## config.mk

```make
export PLATFORM = sky130hd
export DESIGN_NAME = ip_header_sequencer8
export DESIGN_NICKNAME = d
export VERILOG_FILES = /design/src/rtl/ip_header_sequencer8.sv
export SDC_FILE = /design/constraint.sdc
export NUM_CORES = 1
export LEC_CHECK = 0
export ABC_AREA = 1
export ABC_CLOCK_PERIOD_IN_PS = 3500
export CORE_ASPECT_RATIO = 1.1
export CORE_MARGIN = 5
export CORE_UTILIZATION = 53
export DETAILED_ROUTE_END_ITERATION = 7
export PLACE_DENSITY = 0.85
export REMOVE_ABC_BUFFERS = 1
export SKIP_CTS_REPAIR_TIMING = 1
export SLEW_MARGIN = 40
export SYNTH_ARGS = -nofsm -noshare
export SYNTH_HDL_FRONTEND = slang
export SYNTH_SLANG_ARGS = --single-unit
```

## constraint.sdc

```tcl
create_clock -name clk -period 3.5 [get_ports clk]
set_input_delay 0.875 -clock clk [delete_from_list [all_inputs] [get_ports clk]]
set_output_delay 0.875 -clock clk [all_outputs]
set_load 0.05 [all_outputs]
```

## src/rtl/ip_header_sequencer8.sv

```systemverilog
// Byte-serial IPv4 header controller: tracks header position, gates the src/dst-IP
// section decoder, extracts protocol/total length, checks the header checksum and forwards payload.
module ip_header_sequencer8 #(
    parameter int AVL_SIZE      = 8,
    parameter int SEC_FIRST     = 12,
    parameter int SEC_WORDS     = 8,
    parameter int MAX_IHL_BYTES = 60
) (
    input  logic                clk,
    input  logic                async_reset_n,
    input  logic                sof,
    input  logic                data_in_valid,
    input  logic [AVL_SIZE-1:0] data_in,
    input  logic                abort,
    output logic                sec_reset,
    output logic                sec_valid,
    output logic [AVL_SIZE-1:0] sec_data,
    output logic [7:0]          protocol,
    output logic [15:0]         total_length,
    output logic                hdr_done,
    output logic                hdr_ok,
    output logic                err_version,
    output logic                err_checksum,
    output logic                payload_valid,
    output logic [AVL_SIZE-1:0] payload_data
);

    typedef enum logic [1:0] {IDLE, HEADER, PAYLOAD, DROP} state_t;

    localparam logic [5:0] SEC_LO  = 6'(SEC_FIRST);
    localparam logic [5:0] SEC_HI  = 6'(SEC_FIRST + SEC_WORDS - 1);
    localparam logic [5:0] MAX_HDR = 6'(MAX_IHL_BYTES);

    state_t              state_q, state_d;
    logic [5:0]          byte_cnt_q, byte_cnt_d;
    logic [3:0]          ihl_q, ihl_d;
    logic [7:0]          hi_q, hi_d;
    logic [15:0]         acc_q, acc_d;
    logic [15:0]         remaining_q, remaining_d;
    logic                sec_reset_q, sec_reset_d;
    logic                sec_valid_q, sec_valid_d;
    logic [AVL_SIZE-1:0] sec_data_q, sec_data_d;
    logic [7:0]          protocol_q, protocol_d;
    logic [15:0]         total_length_q, total_length_d;
    logic                hdr_done_q, hdr_done_d;
    logic                hdr_ok_q, hdr_ok_d;
    logic                err_version_q, err_version_d;
    logic                err_checksum_q, err_checksum_d;
    logic                payload_valid_q, payload_valid_d;
    logic [AVL_SIZE-1:0] payload_data_q, payload_data_d;

    logic [16:0] acc_sum;
    logic [15:0] acc_fold;
    logic [5:0]  hdr_last;
    logic [15:0] hdr_len;
    logic        hdr_good;

    always_comb begin
        // One ones'-complement add of {hi, lo} never needs more than one carry fold.
        acc_sum  = {1'b0, acc_q} + {1'b0, hi_q, data_in};
        acc_fold = acc_sum[15:0] + {15'd0, acc_sum[16]};
        hdr_last = {ihl_q, 2'b00} - 6'd1;
        hdr_len  = {10'd0, ihl_q, 2'b00};
        hdr_good = (acc_fold == 16'hFFFF) && !err_version_q && (total_length_q >= hdr_len);

        state_d         = state_q;
        byte_cnt_d      = byte_cnt_q;
        ihl_d           = ihl_q;
        hi_d            = hi_q;
        acc_d           = acc_q;
        remaining_d     = remaining_q;
        sec_reset_d     = 1'b0;
        sec_valid_d     = 1'b0;
        sec_data_d      = sec_data_q;
        protocol_d      = protocol_q;
        total_length_d  = total_length_q;
        hdr_done_d      = 1'b0;
        hdr_ok_d        = 1'b0;
        err_version_d   = err_version_q;
        err_checksum_d  = err_checksum_q;
        payload_valid_d = 1'b0;
        payload_data_d  = payload_data_q;

        if (abort) begin
            state_d = IDLE;
        end else if (data_in_valid && sof) begin
            state_d        = HEADER;
            byte_cnt_d     = 6'd1;
            ihl_d          = data_in[3:0];
            hi_d           = data_in;
            acc_d          = 16'd0;
            remaining_d    = 16'd0;
            sec_reset_d    = 1'b1;
            err_version_d  = 1'b0;
            err_checksum_d = 1'b0;
            if ((data_in[7:4] != 4'd4) || (data_in[3:0] < 4'd5) ||
                ({data_in[3:0], 2'b00} > MAX_HDR)) begin
                err_version_d = 1'b1;
                hdr_done_d    = 1'b1;
                state_d       = DROP;
            end
        end else if (data_in_valid) begin
            case (state_q)
                HEADER: begin
                    byte_cnt_d = byte_cnt_q + 6'd1;
                    if (byte_cnt_q == 6'd2) total_length_d[15:8] = data_in;
                    if (byte_cnt_q == 6'd3) total_length_d[7:0]  = data_in;
                    if (byte_cnt_q == 6'd9) protocol_d           = data_in;
                    if ((byte_cnt_q >= SEC_LO) && (byte_cnt_q <= SEC_HI)) begin
                        sec_valid_d = 1'b1;
                        sec_data_d  = data_in;
                    end
                    if (!byte_cnt_q[0]) hi_d = data_in;
                    else                acc_d = acc_fold;
                    if (byte_cnt_q == hdr_last) begin
                        hdr_done_d     = 1'b1;
                        hdr_ok_d       = hdr_good;
                        err_checksum_d = (acc_fold != 16'hFFFF);
                        if (hdr_good && (total_length_q > hdr_len)) begin
                            state_d     = PAYLOAD;
                            remaining_d = total_length_q - hdr_len;
                        end else if (hdr_good) begin
                            state_d = IDLE;
                        end else begin
                            state_d = DROP;
                        end
                    end
                end
                PAYLOAD: begin
                    payload_valid_d = 1'b1;
                    payload_data_d  = data_in;
                    remaining_d     = remaining_q - 16'd1;
                    if (remaining_q == 16'd1) state_d = IDLE;
                end
                default: ;
            endcase
        end
    end

    always_ff @(posedge clk or negedge async_reset_n) begin
        if (!async_reset_n) begin
            state_q         <= IDLE;
            byte_cnt_q      <= 6'd0;
            ihl_q           <= 4'd0;
            hi_q            <= 8'd0;
            acc_q           <= 16'd0;
            remaining_q     <= 16'd0;
            sec_reset_q     <= 1'b0;
            sec_valid_q     <= 1'b0;
            sec_data_q      <= '0;
            protocol_q      <= 8'd0;
            total_length_q  <= 16'd0;
            hdr_done_q      <= 1'b0;
            hdr_ok_q        <= 1'b0;
            err_version_q   <= 1'b0;
            err_checksum_q  <= 1'b0;
            payload_valid_q <= 1'b0;
            payload_data_q  <= '0;
        end else begin
            state_q         <= state_d;
            byte_cnt_q      <= byte_cnt_d;
            ihl_q           <= ihl_d;
            hi_q            <= hi_d;
            acc_q           <= acc_d;
            remaining_q     <= remaining_d;
            sec_reset_q     <= sec_reset_d;
            sec_valid_q     <= sec_valid_d;
            sec_data_q      <= sec_data_d;
            protocol_q      <= protocol_d;
            total_length_q  <= total_length_d;
            hdr_done_q      <= hdr_done_d;
            hdr_ok_q        <= hdr_ok_d;
            err_version_q   <= err_version_d;
            err_checksum_q  <= err_checksum_d;
            payload_valid_q <= payload_valid_d;
            payload_data_q  <= payload_data_d;
        end
    end

    assign sec_reset     = sec_reset_q;
    assign sec_valid     = sec_valid_q;
    assign sec_data      = sec_data_q;
    assign protocol      = protocol_q;
    assign total_length  = total_length_q;
    assign hdr_done      = hdr_done_q;
    assign hdr_ok        = hdr_ok_q;
    assign err_version   = err_version_q;
    assign err_checksum  = err_checksum_q;
    assign payload_valid = payload_valid_q;
    assign payload_data  = payload_data_q;

endmodule

```

==> impl_table.tex, run 1 <==
\begin{tabular}{lr}
\hline
Metric & Value \\
\hline
\multicolumn{2}{l}{\textbf{Routing}} \\
Via-per-instance ratio & 5.70 \\
Drt drc & 0 \\
Total Wirelength & approximately 20000 µm \\
Number of nets still failing antenna checks after routing & 0 \\
Initial DRC count & 804 \\
Detailed-route via count & 6810 \\
Per-cell routed wire length & $\sim$17 µm \\
Drt first pass iters & 6 \\
\multicolumn{2}{l}{\textbf{GRT}} \\
Maximum number of pins on one net before global-route repair & 100 \\
Initial antenna violation count & 0 \\
Number of global-route vias before repair & 6454 \\
First-pass GRT wire length & approximately 31000 µm \\
Residual overflow from global routing & 0 \\
Gr usage total & 0.265 \\
\multicolumn{2}{l}{\textbf{Power}} \\
Pwr Density & slightly above 800 mW/mm² \\
Overall power & between 6 and 7 mW \\
Worst VDD drop & a little over 0.0004 V \\
Leak & about 4.2 nW \\
\multicolumn{2}{l}{\textbf{Synthesis}} \\
Top FF cell, synth & sky130\_fd\_sc\_hd\_\_dfrtp\_1 \\
Most numerous cell in the Yosys netlist & sky130\_fd\_sc\_hd\_\_nand2\_1 \\
Flip-flop and latch count after synthesis & 99 \\
Seq/Total Area, Yosys & 0.382 \\
Number of warnings reported in the yosys synthesis log & 0 \\
Portion of synthesized cell area occupied by the leading cell type & 0.382 \\
Number of synthesized flops with an enable pin & 0 \\
Synth unique cells & between 40 and 50 \\
Cell area after synthesis & between 0.006 and 0.007 mm² \\
Number of instances in the synthesized netlist & 897 \\
Async set-or-reset flop fraction in the synthesized netlist & 1.00 \\
Most instantiated cells after synthesis & sky130\_fd\_sc\_hd\_\_nand2\_1, sky130\_fd\_sc\_hd\_\_inv\_1, sky130\_fd\_sc\_hd\_\_dfrtp\_1, sky130\_fd\_sc\_hd\_\_o21ai\_0, sky130\_fd\_sc\_hd\_\_nand3\_1 \\
Largest area contributor in the synthesized netlist & sky130\_fd\_sc\_hd\_\_dfrtp\_1 \\
Mean post-synth cell area & roughly 7.2 µm² \\
Cells taking the most area after synthesis & sky130\_fd\_sc\_hd\_\_dfrtp\_1, sky130\_fd\_sc\_hd\_\_nand2\_1, sky130\_fd\_sc\_hd\_\_o21ai\_0, sky130\_fd\_sc\_hd\_\_nand3\_1, sky130\_fd\_sc\_hd\_\_inv\_1 \\
\multicolumn{2}{l}{\textbf{STA}} \\
Maximum clock rate & $\sim$240 MHz \\
Setup TNS after final layout & -14.32 ns \\
Fin Hold WS & 0.493 ns \\
Setup slack of the critical path after layout & -0.753 ns \\
Final critical-path required period & $\sim$4.3 ns \\
Final setup fails & 23 \\
Unrepaired setup endpoints after global routing & yes \\
Period utilisation layout & 1.22 \\
Worst clock skew & 0.0122 ns \\
Max transition margin & 0.574 \\
Max-slew violation count & 0 \\
Number of endpoints with negative hold slack in the final report & 0 \\
Measured slew at the worst slew-check pin & between 0.6 and 0.7 ns \\
\multicolumn{2}{l}{\textbf{Place}} \\
Routability cong. & 1.00 \\
Placed Instances & roughly 1200 \\
Half-perimeter wire length after detailed placement & between 10000 and 15000 µm \\
Dpl cell area & between 0.007 and 0.008 mm² \\
Count of port buffers added during placement & 59 \\
Pre-CTS WS & -1.52 ns \\
\multicolumn{2}{l}{\textbf{Worst setup path}} \\
Maximum net fanout on the critical path & 8 \\
R2r endpoint & remaining\_q[1]\$\_DFFE\_PN0P\_ \\
Delay of the slowest critical-path stage & approximately 0.4 ns \\
FF-to-FF setup slack & -0.61 ns \\
Critical-path cell with the highest stage delay & sky130\_fd\_sc\_hd\_\_fa\_2 \\
Startpoint type of the worst setup path & primary input \\
Critical Path End Type & register \\
Required time of the critical path & 3.79 ns \\
Worst path most repeated cell & sky130\_fd\_sc\_hd\_\_nand2\_2 \\
Category of the most critical setup path & in2reg \\
Startpoint of the worst register-to-register path & acc\_q[0]\$\_DFFE\_PN0P\_ \\
Critical path arrival & between 4 and 5 ns \\
Worst r2r path cells & 31 \\
\multicolumn{2}{l}{\textbf{Floorplan}} \\
Area of the core & between 0.01 and 0.015 mm² \\
Die boundary height & $\sim$130 µm \\
Die area & between 0.01 and 0.015 mm² \\
Top-level port count & 60 \\
\# rows & 42 \\
Floorplan die width & 116 µm \\
Initial Util & 0.540 \\
\multicolumn{2}{l}{\textbf{Finish}} \\
Diodes inserted & 0 \\
Fraction of layout cells with a size suffix above 1 & 0.194 \\
Non-filler instance count after layout & $\sim$1200 \\
Fill cell total of the finished layout & slightly above 900 \\
Synth-to-Final Area Change & 30.1\% \\
Final net count & 1082 \\
Total non-filler cell area in the finished layout & approximately 0.0084 mm² \\
Post-route core utilization & 0.702 \\
\multicolumn{2}{l}{\textbf{Outcome}} \\
Violated checks & setup timing \\
Outcome & complete, but fails checks \\
\multicolumn{2}{l}{\textbf{Worst hold path}} \\
Worst hold path depth & 2 \\
Min-Delay Startpoint & sec\_data[7]\$\_DFFE\_PN0P\_ \\
Hold WC Path Type & reg2reg \\
Hold endpoint & sec\_data[7]\$\_DFFE\_PN0P\_ \\
\multicolumn{2}{l}{\textbf{Clock tree}} \\
Source-to-sink clock delay at the later pin of the worst-skew pair & 0.35 ns \\
Root buffer cell & sky130\_fd\_sc\_hd\_\_clkbuf\_16 \\
Clock transition at the registers of the reported paths & 0.07 ns \\
TritonCTS buffer count & 9 \\
TritonCTS sink count & between 90 and 100 \\
TritonCTS clock tree & done \\
Number of buffers on the longest clock path & 2 \\
Number of levels the H-tree was split into & 3 \\
\multicolumn{2}{l}{\textbf{Run}} \\
MaxCap Viol Count & 0 \\
\hline
\end{tabular}
flip-flops by register name, indices dropped and copies added (netlist names), 2 cells and up:
name          count
acc_q            16
byte_cnt_q        6
hi_q              8
ihl_q             4
payload_data      8
protocol          8
remaining_q      16
sec_data          8
state_q           2
total_length     16
worst max path at each step:
stage | cells past startpoint | slack (ns) | endpoint | start
6_report | 32 | -0.75 | remaining_q[1]$_DFFE_PN0P_ | data_in[0]
3_3_place_gp | 32 | -1.35 | remaining_q[1]$_DFFE_PN0P_ | data_in[0]
2_1_floorplan | 31 | -0.74 | remaining_q[0]$_DFFE_PN0P_ | data_in[0]
5_1_grt | 32 | -0.96 | remaining_q[1]$_DFFE_PN0P_ | data_in[0]
3_5_place_dp | 32 | -1.52 | remaining_q[12]$_DFFE_PN0P_ | data_in[0]
4_1_cts | 32 | -1.17 | remaining_q[0]$_DFFE_PN0P_ | data_in[0]
worst max-delay path, delay by kind of cell:
family	cells	cell delay, ns
AO/OA/AOI/OAI	2	0.20
adder cells (fa/ha/maj)	4	0.89
buffers and inverters	5	0.47
AND/OR/NAND/NOR	21	2.08
per-layer routing:
| layer | vias up | share of wire | GRT usage |
|---|---|---|---|
| met1 | 3198 | 0.38 | 0.329 |
| met2 | 315 | 0.50 | 0.456 |
| met4 | 0 | 0.051 | 0.118 |
| met3 | 85 | 0.065 | 0.0350 |
| li1 | 3212 | - | - |
| met5 | - | 0 | 0 |
report_power, final:
group / switching [mW] / internal, mW
Clock: 0.476 / 0.574
Combinational: 2.49 / 1.58
Sequential: 0.359 / 1.46
layout make-up:
type                            instances  area, µm²  area share
Inverter                              118        443      0.0524
Sequential cell                        99       2480       0.293
Clock buffer                            9        225      0.0267
Tap cell                              154        193      0.0228
Multi-Input combinational cell        663       3720       0.440
Timing Repair Buffer                  145       1300       0.154
Clock inverter                          7       95.1      0.0113
cells in the final DEF, fill, tap and decap left out, types with 5 or more instances in the layout:
cell type	n
sky130_fd_sc_hd__nand2_1	224
sky130_fd_sc_hd__inv_1	105
sky130_fd_sc_hd__dfrtp_1	99
sky130_fd_sc_hd__o21ai_0	89
sky130_fd_sc_hd__buf_4	84
sky130_fd_sc_hd__nor2_1	72
sky130_fd_sc_hd__nand3_1	71
sky130_fd_sc_hd__clkdlybuf4s50_1	50
sky130_fd_sc_hd__nand2_2	32
sky130_fd_sc_hd__a21oi_1	23
sky130_fd_sc_hd__ha_1	23
sky130_fd_sc_hd__nand3_2	18
sky130_fd_sc_hd__nor3_1	13
sky130_fd_sc_hd__inv_2	11
sky130_fd_sc_hd__nand4_1	11
sky130_fd_sc_hd__clkbuf_16	10
sky130_fd_sc_hd__xnor2_1	8
sky130_fd_sc_hd__xor2_1	7
sky130_fd_sc_hd__nor4_1	7
sky130_fd_sc_hd__dlymetal6s2s_1	7
sky130_fd_sc_hd__nor2_2	6
sky130_fd_sc_hd__ha_4	6
sky130_fd_sc_hd__nor2_4	5
cells by family (layout without fill, tap and decap cells):
logic type                 Yosys count  in the layout  synth area share
DFF                                 99             99             0.382
buffers and inverters              136            279            0.0831
AOI/OAI and AO/OA                  142            142             0.120
and+or+nand+nor                    471            472             0.326
xor gates and xnor gates            16             16            0.0227
adders and majority gates           33             33            0.0659
No activity file was read; power rests on OpenSTA's default activity.
==> run 2: changes to the inputs <==
Settings changed: ABC_CLOCK_PERIOD_IN_PS 3500 to not set, CTS_CLUSTER_DIAMETER set to 100.
==> results of run 2 <==
The final DEF is identical to that of run 1; final timing and power are the same.
==> run 3: changes to the inputs <==
Settings changed: CTS_CLUSTER_DIAMETER 100 to not set, SETUP_SLACK_MARGIN set to 0.02.
==> results of run 3 <==
The final DEF is identical to that of run 1; final timing and power are the same.
